==> config.mk <==
export PLATFORM = sky130hd
export DESIGN_NAME = pipe_hazard_ctrl
export DESIGN_NICKNAME = d
export VERILOG_FILES = /design/src/rtl/cpu_pkg.sv /design/src/rtl/fwd_select.sv /design/src/rtl/pipe_hazard_ctrl.sv
export SDC_FILE = /design/constraint.sdc
export NUM_CORES = 1
export LEC_CHECK = 0
export ABC_AREA = 1
export CAP_MARGIN = 20
export CORE_MARGIN = 1.5
export CORE_UTILIZATION = 45
export DETAILED_ROUTE_END_ITERATION = 6
export PLACE_DENSITY = 0.75
export SYNTH_ARGS = -nofsm -noshare
export SYNTH_HDL_FRONTEND = slang
export SYNTH_SLANG_ARGS = --single-unit
==> constraint.sdc <==
create_clock -name clk -period 2.1 [get_ports clk]
set_input_delay 0.42 -clock clk [delete_from_list [all_inputs] [get_ports clk]]
set_output_delay 0.42 -clock clk [all_outputs]
set_load 0.005 [all_outputs]
==> src/rtl/cpu_pkg.sv <==
// Shared types and constants for the 5-stage 19-bit CPU.
// Forwarding-select encodings and the hazard shadow-entry record.
package cpu_pkg;

  localparam int REG_W_DEF = 3;

  localparam logic [1:0] FWD_RF    = 2'b00;
  localparam logic [1:0] FWD_EXMEM = 2'b01;
  localparam logic [1:0] FWD_MEMWB = 2'b10;

  typedef struct packed {
    logic                 valid;
    logic                 reg_write;
    logic [REG_W_DEF-1:0] rd;
    logic                 is_load;
    logic [REG_W_DEF-1:0] rs;
    logic [REG_W_DEF-1:0] rt;
    logic                 use_rs;
    logic                 use_rt;
  } sh_entry_t;

endpackage

==> src/rtl/fwd_select.sv <==
// Per-operand forwarding source select for the EX-stage ALU input mux.
// The nearest non-load producer wins; loads in MEM are never a source.
module fwd_select
  import cpu_pkg::*;
#(
  parameter int REG_W = REG_W_DEF
) (
  input  logic [REG_W-1:0] src,
  input  sh_entry_t        mem,
  input  sh_entry_t        wb,
  output logic [1:0]       sel
);

  logic mem_hit;
  logic wb_hit;

  assign mem_hit = mem.valid && mem.reg_write &&
                   !mem.is_load && (mem.rd == src);
  assign wb_hit  = wb.valid && wb.reg_write &&
                   (wb.rd == src) && !mem_hit;

  always_comb begin
    sel = FWD_RF;
    unique case (1'b1)
      mem_hit: sel = FWD_EXMEM;
      wb_hit:  sel = FWD_MEMWB;
      default: sel = FWD_RF;
    endcase
  end

endmodule

==> src/rtl/pipe_hazard_ctrl.sv <==
// Hazard, flush and freeze control plus operand forwarding selects.
// Keeps a shadow of EX/MEM/WB control state and two event counters.
module pipe_hazard_ctrl
  import cpu_pkg::*;
#(
  parameter int CNT_W = 16,
  parameter int REG_W = REG_W_DEF
) (
  input  logic             clk,
  input  logic             reset,
  input  logic             id_valid,
  input  logic [REG_W-1:0] id_rs,
  input  logic [REG_W-1:0] id_rt,
  input  logic             id_use_rs,
  input  logic             id_use_rt,
  input  logic             id_reg_write,
  input  logic [REG_W-1:0] id_rd,
  input  logic             id_is_load,
  input  logic             ex_redirect,
  input  logic             mem_busy,
  output logic             stall_if_id,
  output logic             bubble_ex,
  output logic             flush_if_id,
  output logic             freeze_all,
  output logic [1:0]       fwd_a,
  output logic [1:0]       fwd_b,
  output logic [CNT_W-1:0] stall_count,
  output logic [CNT_W-1:0] flush_count
);

  sh_entry_t  sh_ex;
  sh_entry_t  sh_mem;
  sh_entry_t  sh_wb;
  sh_entry_t  id_ent;
  logic       hazard;
  logic       live;
  logic       redirect;
  logic       load_use;
  logic [1:0] sel_a;
  logic [1:0] sel_b;

  assign id_ent = '{
    valid:     id_valid,
    reg_write: id_reg_write,
    rd:        id_rd,
    is_load:   id_is_load,
    rs:        id_rs,
    rt:        id_rt,
    use_rs:    id_use_rs,
    use_rt:    id_use_rt
  };

  assign hazard = sh_ex.valid && sh_ex.is_load && id_valid &&
                  ((id_use_rs && id_rs == sh_ex.rd) ||
                   (id_use_rt && id_rt == sh_ex.rd));

  // Reset outranks the freeze, the freeze outranks everything else.
  assign live     = !reset && !mem_busy;
  assign redirect = live && ex_redirect;
  assign load_use = live && !ex_redirect && hazard;

  assign freeze_all  = !reset && mem_busy;
  assign flush_if_id = redirect;
  assign stall_if_id = load_use;
  assign bubble_ex   = redirect || load_use;

  fwd_select #(.REG_W(REG_W)) u_fwd_a (
    .src (sh_ex.rs),
    .mem (sh_mem),
    .wb  (sh_wb),
    .sel (sel_a)
  );

  fwd_select #(.REG_W(REG_W)) u_fwd_b (
    .src (sh_ex.rt),
    .mem (sh_mem),
    .wb  (sh_wb),
    .sel (sel_b)
  );

  assign fwd_a = reset ? FWD_RF : sel_a;
  assign fwd_b = reset ? FWD_RF : sel_b;

  always_ff @(posedge clk) begin
    if (reset) begin
      sh_ex       <= '0;
      sh_mem      <= '0;
      sh_wb       <= '0;
      stall_count <= '0;
      flush_count <= '0;
    end else if (!mem_busy) begin
      sh_wb  <= sh_mem;
      sh_mem <= sh_ex;
      sh_ex  <= bubble_ex ? '0 : id_ent;
      if (load_use && stall_count != '1)
        stall_count <= stall_count + CNT_W'(1);
      if (redirect && flush_count != '1)
        flush_count <= flush_count + CNT_W'(1);
    end
  end

endmodule

## Word level (Yosys, flattened, before mapping)

Index checks and enable logic that the tools add are counted.

- Output and inout bits: 40
- Bits in registers: 55
- Word-level logic and storage cells: 62
- Bits of input ports: 18

- Equal/unequal tests: 8
- Add/subtract/negate cells: 2
- Reduce and logical (&&, ||, !) cells: 31
- Multiplexer cells: 5
- Bitwise operators: 1

Operators with widths:

| cell | count |
|---|---|
| 16-bit by 1-bit adder with 16-bit output (second input constant) | 2 |
| 16-bit inequality test (second input constant) | 2 |
| 1-bit logical AND | 21 |
| 3-bit == test | 6 |
| 14-bit 2-to-1 mux | 1 |
| 2-bit case mux with 2 select lines | 2 |
| 1-bit logical NOT | 6 |
| 2-bit 2-to-1 mux | 2 |
| 2-bit AND reduction | 2 |
| 1-bit logical OR | 2 |
| 1-bit NOT | 1 |

## Depth between registers and ports, before layout

Gate-level depths: netlist (run 1).

- Word-level depth: 7
- Depth in mapped cells: 11
- Gate-level depth less buffers: 10

## Hierarchy

A second synthesis (run 1) with hierarchy kept.

- Cells, all modules: 545
- Area total of the unflattened synthesis: 3793.6 sq um

Modules (own cells, without submodules):

| module | cells an instance | times used | area an instance (sq um) |
|---|---|---|---|
| pipe_hazard_ctrl | 487 | 1 | 3533.4 |
| fwd_select | 29 | 2 | 130.1 |

## Worst setup path before layout (run 1)

Ideal clock, no wire load.

- Kind: input to output
- Start point: in reset
- End point: out bubble_ex
- Stages: 7
- Slack: 0.444 ns
- Path buffers: 2
- Data arrival time: 1.236 ns
- Cell sequence: buf_6 -> nor2_8 -> nand3_2 -> nor3_4 -> nand2_1 -> o21ai_1 -> buf_4

- Cells in the longest elaborated chain, start to end: 5

Ends and longest elaborated chain:

| item | line | text |
|---|---|---|
| start, declared | pipe_hazard_ctrl.sv:10 | `input logic reset,` |
| 1-bit logical NOT (*) | pipe_hazard_ctrl.sv:58 | `assign live = !reset && !mem_busy;` |
| 1-bit logical AND (*) | pipe_hazard_ctrl.sv:58 |  |
| 1-bit logical AND (2 in series) | pipe_hazard_ctrl.sv:60 | `assign load_use = live && !ex_redirect && hazard;` |
| 1-bit logical OR (*) | pipe_hazard_ctrl.sv:65 | `assign bubble_ex = redirect \|\| load_use;` |
| end, declared | pipe_hazard_ctrl.sv:22 | `output logic bubble_ex,` |

Every way passes the cells marked *; elsewhere a longest branch is shown, timed or not.

## Worst setup path after layout (run 1)

- Start point: in reset
- End point: out fwd_b[1]

- Cells in the longest elaborated chain, start to end: 1

Ends and longest elaborated chain:

| item | line | text |
|---|---|---|
| 2-bit 2-to-1 mux | pipe_hazard_ctrl.sv:82 | `assign fwd_b = reset ? FWD_RF : sel_b;` |
| end, declared | pipe_hazard_ctrl.sv:26 | `output logic [1:0] fwd_b,` |

Every way passes these cells.

==> out/summary.txt, run 1 <==
Status = complete, no violations
Crit path from = reset
Worst setup path end = fwd_b[1]
Slew @ Worst Pin = 0.335 ns
Global Route Usage Sum = 0.213
Mapped Nets = 489
Post-Syn Area = 3160 um^2
Number of port buffers = 57
Clk_skew = 0.00396 ns
Final setup violation count = 0
R2r setup slk = 0.41 ns
FF-to-FF path depth = 9
Vias in the first global route = 2980
Critical path class = in2out
Clock power share = 0.395
Register share of total power = 0.510
Via Count = 3237
Final nets = 560
Slew HR = 0.776
Comb pwr share = 0.095
Synth-to-layout area growth = 29.5%
Max-cap violations = 0
Worst Hold Class = in2reg
Worst vdd ir = 0.257 mV
Core box area = 6790 um^2
Crit path max fanout = 4
Async SR Flop Fraction = 0
Top-Level Pins = 58
Max clock buf depth = 2
#FFs+latches synth = 55
Seq/Total Area, Yosys = 0.348
Worst EP required = 1.68 ns
TritonCTS clock tree = yes
Final antenna-violating net count = 0
GRT overflow = 0
Hpwl dp = 5.78 mm
Routed WL = 7.69 mm
First-pass GRT wire length = 13.1 mm
RSZ-0062 raised after global routing = true
Internal power = 1.63 mW
Largest net degree at the start of global routing = 21
Sw Ratio = 0.231
Register clock-pin slew on the reported worst setup and hold paths = 0.10 ns
Net Sw Power = 0.489 mW
Crit path launch type = input pin
Initial antenna violation count = 0
Post-Layout Cell Count = 637
R2R Path End = stall_count[2]$_SDFFE_PP0P_
Synth cell types = 36
Die Area = 7540 um^2
P per Cell Area = 517 nW/um^2
Leak Pwr = 1.65 nW
Number of synthesized flops with an enable pin = 0
Slew Limit Fails = 0
Ys Warns = 0
Pre-antenna DRT Iters = 4
1st-iter DRT viols = 122
Root Driver = clkbuf_8
Post-Place Cells = 628
# hold bufs at CTS = 0
Starting Density = 0.465
Cells after Synth = 469
Period utilisation layout = 0.984
Die Wd = 86.8 um
Final hold vios = 0
Detailed-route wire length per cell = 12.1 um
Fin crit period = 2.07 ns
Sink Count = 55
Share of layout cells above drive strength 1 = 0.140
FP Rows = 30
F_max = 484 MHz
CTS buffer count = 5
R2r startpoint = stall_count[0]$_SDFFE_PP0P_
Die height = 86.8 um
Synthesized area per cell = 6.74 um^2
CTS H-tree depth = 2
Final GP Congestion = 0.859
Residual DRC = 0
Final Util = 0.602
Data arrival, critical path = 1.65 ns
Leading register cell type out of synthesis = dfxtp_1
Critical Path End Type = output pin
Diode count = 0
Vias/cell = 5.08
Clk Latency, worst-skew pair = 0.32 ns
## layer usage
layer | routed length (um) | share of wire | global-route usage
met1 | 3450 | 0.45 | 0.269
met2 | 3800 | 0.49 | 0.372
met3 | 342 | 0.044 | 0.0390
met4 | 91 | 0.012 | 0.0587
met5 | 0 | 0 | 0
## cells in the mapped netlist, types with 2 or more instances
cell type / count / area share
a21oi_1: 21 / 0.033
xor2_1: 13 / 0.036
o21ai_0: 10 / 0.016
nor3_4: 2 / 0.010
nand3_1: 16 / 0.025
nand2_1: 154 / 0.18
nor4_1: 2 / 0.0040
clkbuf_1: 6 / 0.0071
nor2_4: 4 / 0.014
nand3_2: 3 / 0.0095
ha_1: 2 / 0.0079
inv_1: 51 / 0.061
buf_2: 3 / 0.0047
nand4_1: 20 / 0.040
xnor2_1: 6 / 0.017
nand2_2: 2 / 0.0040
inv_2: 5 / 0.0059
nor3_1: 2 / 0.0032
a21oi_2: 8 / 0.022
nand3b_1: 2 / 0.0047
o22ai_1: 18 / 0.036
o21ai_1: 2 / 0.0032
buf_6: 4 / 0.014
dfxtp_1: 55 / 0.35
nor2_1: 47 / 0.056
## state kept, by name (all words and copies together) (netlist names)
name	count
stall_count	16
flush_count	16
sh_ex	12
sh_mem	6
sh_wb	5
## layout by cell type (no fill, tap or decap), drive strengths merged
master and instances:
nand3b 2, nand2 157, clkdlybuf4s50 43, o22ai 18
xor2 13, dfxtp 55, dlygate4sd2 6, clkbuf 5
nand4 21, bufinv 2, clkinvlp 1, o21ai 12
nor2 53, inv 56, nor3 4, buf 25
clkdlybuf4s15 2, xnor2 6, a21oi 29, ha 2
or2 1, and2 1, nor4 2, dlymetal6s2s 3
nand3 19, clkinv 1, nor3b 2
## how the worst min path moves through the flow
stage	startpoint	slack, ns	depth (start not counted)	endpoint
3_3_place_gp	sh_wb[12]$_SDFFE_PP0N_	0.44	2	sh_wb[12]$_SDFFE_PP0N_
5_1_grt	id_rt[1]	0.40	3	sh_ex[3]$_SDFFE_PP0N_
4_1_cts	sh_ex[12]$_SDFFE_PP0N_	0.51	2	sh_mem[12]$_SDFFE_PP0N_
2_1_floorplan	sh_wb[13]$_SDFFE_PP0N_	0.43	2	sh_wb[13]$_SDFFE_PP0N_
6_report	id_rt[1]	0.40	3	sh_ex[3]$_SDFFE_PP0N_
3_5_place_dp	sh_wb[13]$_SDFFE_PP0N_	0.48	2	sh_wb[13]$_SDFFE_PP0N_
## stage by stage
step	instance area, um^2	total power, mW	hold slack (ns)	TNS (ns)	setup WS [ns]
floorplan	3160	1.21	0.429	0	0.444
global placement	3900	1.29	0.445	-2.20	-0.376
detailed placement	3900	1.30	0.483	-2.43	-0.391
CTS	4080	2.13	0.507	0	0.00342
global route	4090	2.20	0.398	-0.0254	-0.0254
finish	4090	2.11	0.401	0	0.0334
## what timing repair did
item,4_1_cts,5_1_grt
pin swaps,2,1
setup endpoints to repair,8,4
setup buffers,1,0
hold endpoints to repair,0,0
cloned,0,0
resized for setup,33,8
## power by group through the flow
stage	Clock, mW	Combinational [mW]	Sequential [mW]
5_1_grt	0.895	0.220	1.08
4_1_cts	0.852	0.199	1.08
6_report	0.836	0.200	1.08
3_5_place_dp	0	0.193	1.10
2_1_floorplan	0	0.109	1.10
3_3_place_gp	0	0.190	1.10
## logic make-up (layout without fill, tap and decap cells)
kind of cell | count (synthesis) | after routing | synth area share
AND/OR/NAND/NOR | 262 | 262 | 0.380
adder cells (fa/ha/maj) | 2 | 2 | 0.00792
AO/OA/AOI/OAI | 59 | 59 | 0.110
buffers and inverters | 72 | 144 | 0.101
XOR/XNOR | 19 | 19 | 0.0527
flip-flops | 55 | 55 | 0.348
## critical path, stage by stage
cell             delay (ns)
clkdlybuf4s50_1        0.41
buf_6                  0.15
inv_2                  0.07
nand3_2                0.09
nor4_2                 0.25
clkdlybuf4s15_2        0.24
## final cells by class
cell class                      instances  area, um^2
Multi-Input combinational cell        342        1790
Clock inverter                          3        67.6
Clock buffer                            5        68.8
Tap cell                               96         120
Fill cell                             626        2700
Sequential cell                        55        1100
Inverter                               57         215
Timing Repair Buffer                   79         729
(Power assumes the default switching activity.)
==> inputs of run 2 (changes only) <==
--- a/config.mk
+++ b/config.mk
@@ -7,10 +7,14 @@
 export LEC_CHECK = 0
 export ABC_AREA = 1
 export CAP_MARGIN = 20
+export CELL_PAD_IN_SITES_DETAIL_PLACEMENT = 0
+export CELL_PAD_IN_SITES_GLOBAL_PLACEMENT = 1
 export CORE_MARGIN = 1.5
-export CORE_UTILIZATION = 45
+export CORE_UTILIZATION = 37
 export DETAILED_ROUTE_END_ITERATION = 6
-export PLACE_DENSITY = 0.75
+export HOLD_SLACK_MARGIN = 0.15
+export PLACE_DENSITY = 0.85
+export SLEW_MARGIN = 40
 export SYNTH_ARGS = -nofsm -noshare
 export SYNTH_HDL_FRONTEND = slang
 export SYNTH_SLANG_ARGS = --single-unit
==> run 2 against run 1 <==
Effect of this change:
- clock power shrank 25%
- design area is 0.64% higher
- final cell count is 1.7% higher
- non-clock buffer count increased by 2
- setup slack gained 0.053 ns
- power is 9.6% lower
- sequential power about the same
- combinational power about the same
- die area is 21% higher
- routed wire length is 1.8% higher
- via count decreased by 3.4%
==> out/summary.txt, run 2 (synthesis results as in run 1) <==
Via Count = 3127 (-3.4%)
Diode count = 0 (unchanged)
Cell breakdown of the critical path = dlygate4sd2_1 > buf_6 > inv_2 > buf_6 > nand2_1 > inv_2 > clkdlybuf4s50_1
CTS H-tree depth = 2 (unchanged)
Area of the multi-input gates = 1800 um^2 (+0.56%)
1st-iter DRT viols = 131 (+7.4%)
Die Wd = 95.4 um (+9.9%)
Vias in the first global route = 2768 (-7.1%)
GRT overflow = 0 (unchanged)
Pre-antenna DRT Iters = 4 (unchanged)
R2r setup slk = 0.40 ns (about the same)
Hpwl dp = 5.77 mm (about the same)
Vias/cell = 4.83 (-5.0%)
Clk_skew = 0.00988 ns (+0.00591 ns)
# hold bufs at CTS = 0 (unchanged)
Worst stage delay on the critical path = 0.49 ns (+0.08 ns)
Share of layout cells above drive strength 1 = 0.149 (+0.00869)
Final antenna-violating net count = 0 (unchanged)
Top Registers = flush_count x16, stall_count x16, sh_ex x12
Worst EP required = 1.68 ns (about the same)
Leak Pwr = 1.66 nW (+0.89%)
Sink Count = 55 (unchanged)
Clk Latency, worst-skew pair = 0.32 ns (about the same)
Slowest CP cell = clkdlybuf4s50_1
Root Driver = clkbuf_8
F_max = 497 MHz (+2.6%)
Worst Hold Class = in2reg
Total Power = 1.91 mW (-9.6%)
Final Util = 0.499 (-0.104)
Slew Limit Fails = 0 (unchanged)
Max clock buf depth = 2 (unchanged)
Hold path startpoint = id_rt[1]
Detailed-route wire length per cell = 12.1 um (about the same)
Crit path max fanout = 4 (unchanged)
Global Route Usage Sum = 0.179 (-0.0345)
Period utilisation layout = 0.959 (-0.0252)
Final nets = 562 (+0.36%)
P per Cell Area = 464 nW/um^2 (-10%)
Synth-to-layout area growth = 30.3%
Worst vdd ir = 0.249 mV (-3.2%)
Slew @ Worst Pin = 0.327 ns (-0.00838 ns)
Critical path class = in2out
Hold endpoint = sh_ex[3]$_SDFFE_PP0N_
R2r startpoint = stall_count[0]$_SDFFE_PP0P_
Top-Level Pins = 58 (unchanged)
Initial antenna violation count = 0 (unchanged)
Die Area = 9100 um^2 (+21%)
Residual DRC = 0 (unchanged)
FF+latch area = 1100 um^2 (+0.23%)
Routed WL = 7.83 mm (+1.8%)
Core box area = 8260 um^2 (+22%)
FP Rows = 33 (+10%)
Commonest non-fill, non-tap cell in the layout = nand2_1
Largest net degree at the start of global routing = 23 (+9.5%)
First-pass GRT wire length = 13.0 mm (-0.90%)
Commonest cells after routing, fill and taps aside = nand2_1 (152), dfxtp_1 (53), inv_1 (47), nor2_1 (47), clkdlybuf4s50_1 (42)
Die height = 95.4 um (+9.9%)
Slew HR = 0.781 (+0.00554)
Register clock-pin slew on the reported worst setup and hold paths = 0.11 ns (about the same)
Status = complete, no violations
Final setup violation count = 0 (unchanged)
Fin crit period = 2.01 ns (-0.0528 ns)
Crit path launch type = input pin
FF-to-FF path depth = 8 (-1)
Critical Path End Type = output pin
RSZ-0062 raised after global routing = false
TritonCTS clock tree = yes
Starting Density = 0.383 (-0.0825)
R2R Path End = stall_count[9]$_SDFFE_PP0P_
Max-cap violations = 0 (unchanged)
Fillers = 863 (+38%)
CTS buffer count = 5 (unchanged)
Hold path depth = 3 (unchanged)
Final hold vios = 0 (unchanged)
Data arrival, critical path = 1.59 ns (-0.06 ns)
Final GP Congestion = 0.845 (-1.6%)
Number of port buffers = 57 (unchanged)
## run 2: worst max-delay path: cells and delay by family
family        cells  cell delay [ns]
simple gates      1             0.07
buf+inv           6             1.11
## run 2: worst max path at each step
stage	from	end	cells past startpoint
floorplan	reset	bubble_ex	7
global placement	reset	fwd_b[1]	6
detailed placement	reset	fwd_b[1]	6
CTS	id_rt[1]	stall_if_id	10
global route	ex_redirect	stall_if_id	7
finish	reset	freeze_all	7
## run 2: through the flow
stage / setup slack, ns / hold WS, ns / area, um^2 / instances / setup TNS [ns]
6_report: 0.0862 / 0.400 / 4120 / 648 / 0
5_1_grt: 0.00840 / 0.404 / 4120 / 648 / 0
4_1_cts: 0.0420 / 0.476 / 4110 / 648 / 0
3_5_place_dp: -0.402 / 0.447 / 3920 / 636 / -2.35
3_3_place_gp: -0.380 / 0.441 / 3920 / 636 / -2.21
2_1_floorplan: 0.444 / 0.429 / 3160 / 469 / 0
## run 2: where the power goes
group	switching (mW)	total, mW	internal, mW	leakage [nW]
Sequential	0.0163	1.08	1.06	0.447
Clock	0.383	0.630	0.247	0.0491
Combinational	0.113	0.202	0.0898	1.17
## run 2: layout make-up
type	instances	area share
flip-flops and latches	55	0.268
repair buffers	81	0.188
multi-input cells	342	0.437
clock inverters	3	0.00638
well taps	105	0.0319
clock buffers	5	0.0167
inverters	57	0.0522
## run 2: per-layer routing
layer | up-vias | GRT usage | wire length [um]
li1 | 1649 | - | -
met1 | 1417 | 0.246 | 3800
met2 | 55 | 0.296 | 3680
met3 | 6 | 0.0295 | 290
met4 | 0 | 0.0331 | 53
met5 | - | 0 | 0
## run 2: repair_timing
item | in CTS | in global routing
setup buffers | 4 | 0
endpoints found under the setup margin | 8 | 3
pin swaps | 5 | 4
resized for setup | 37 | 6
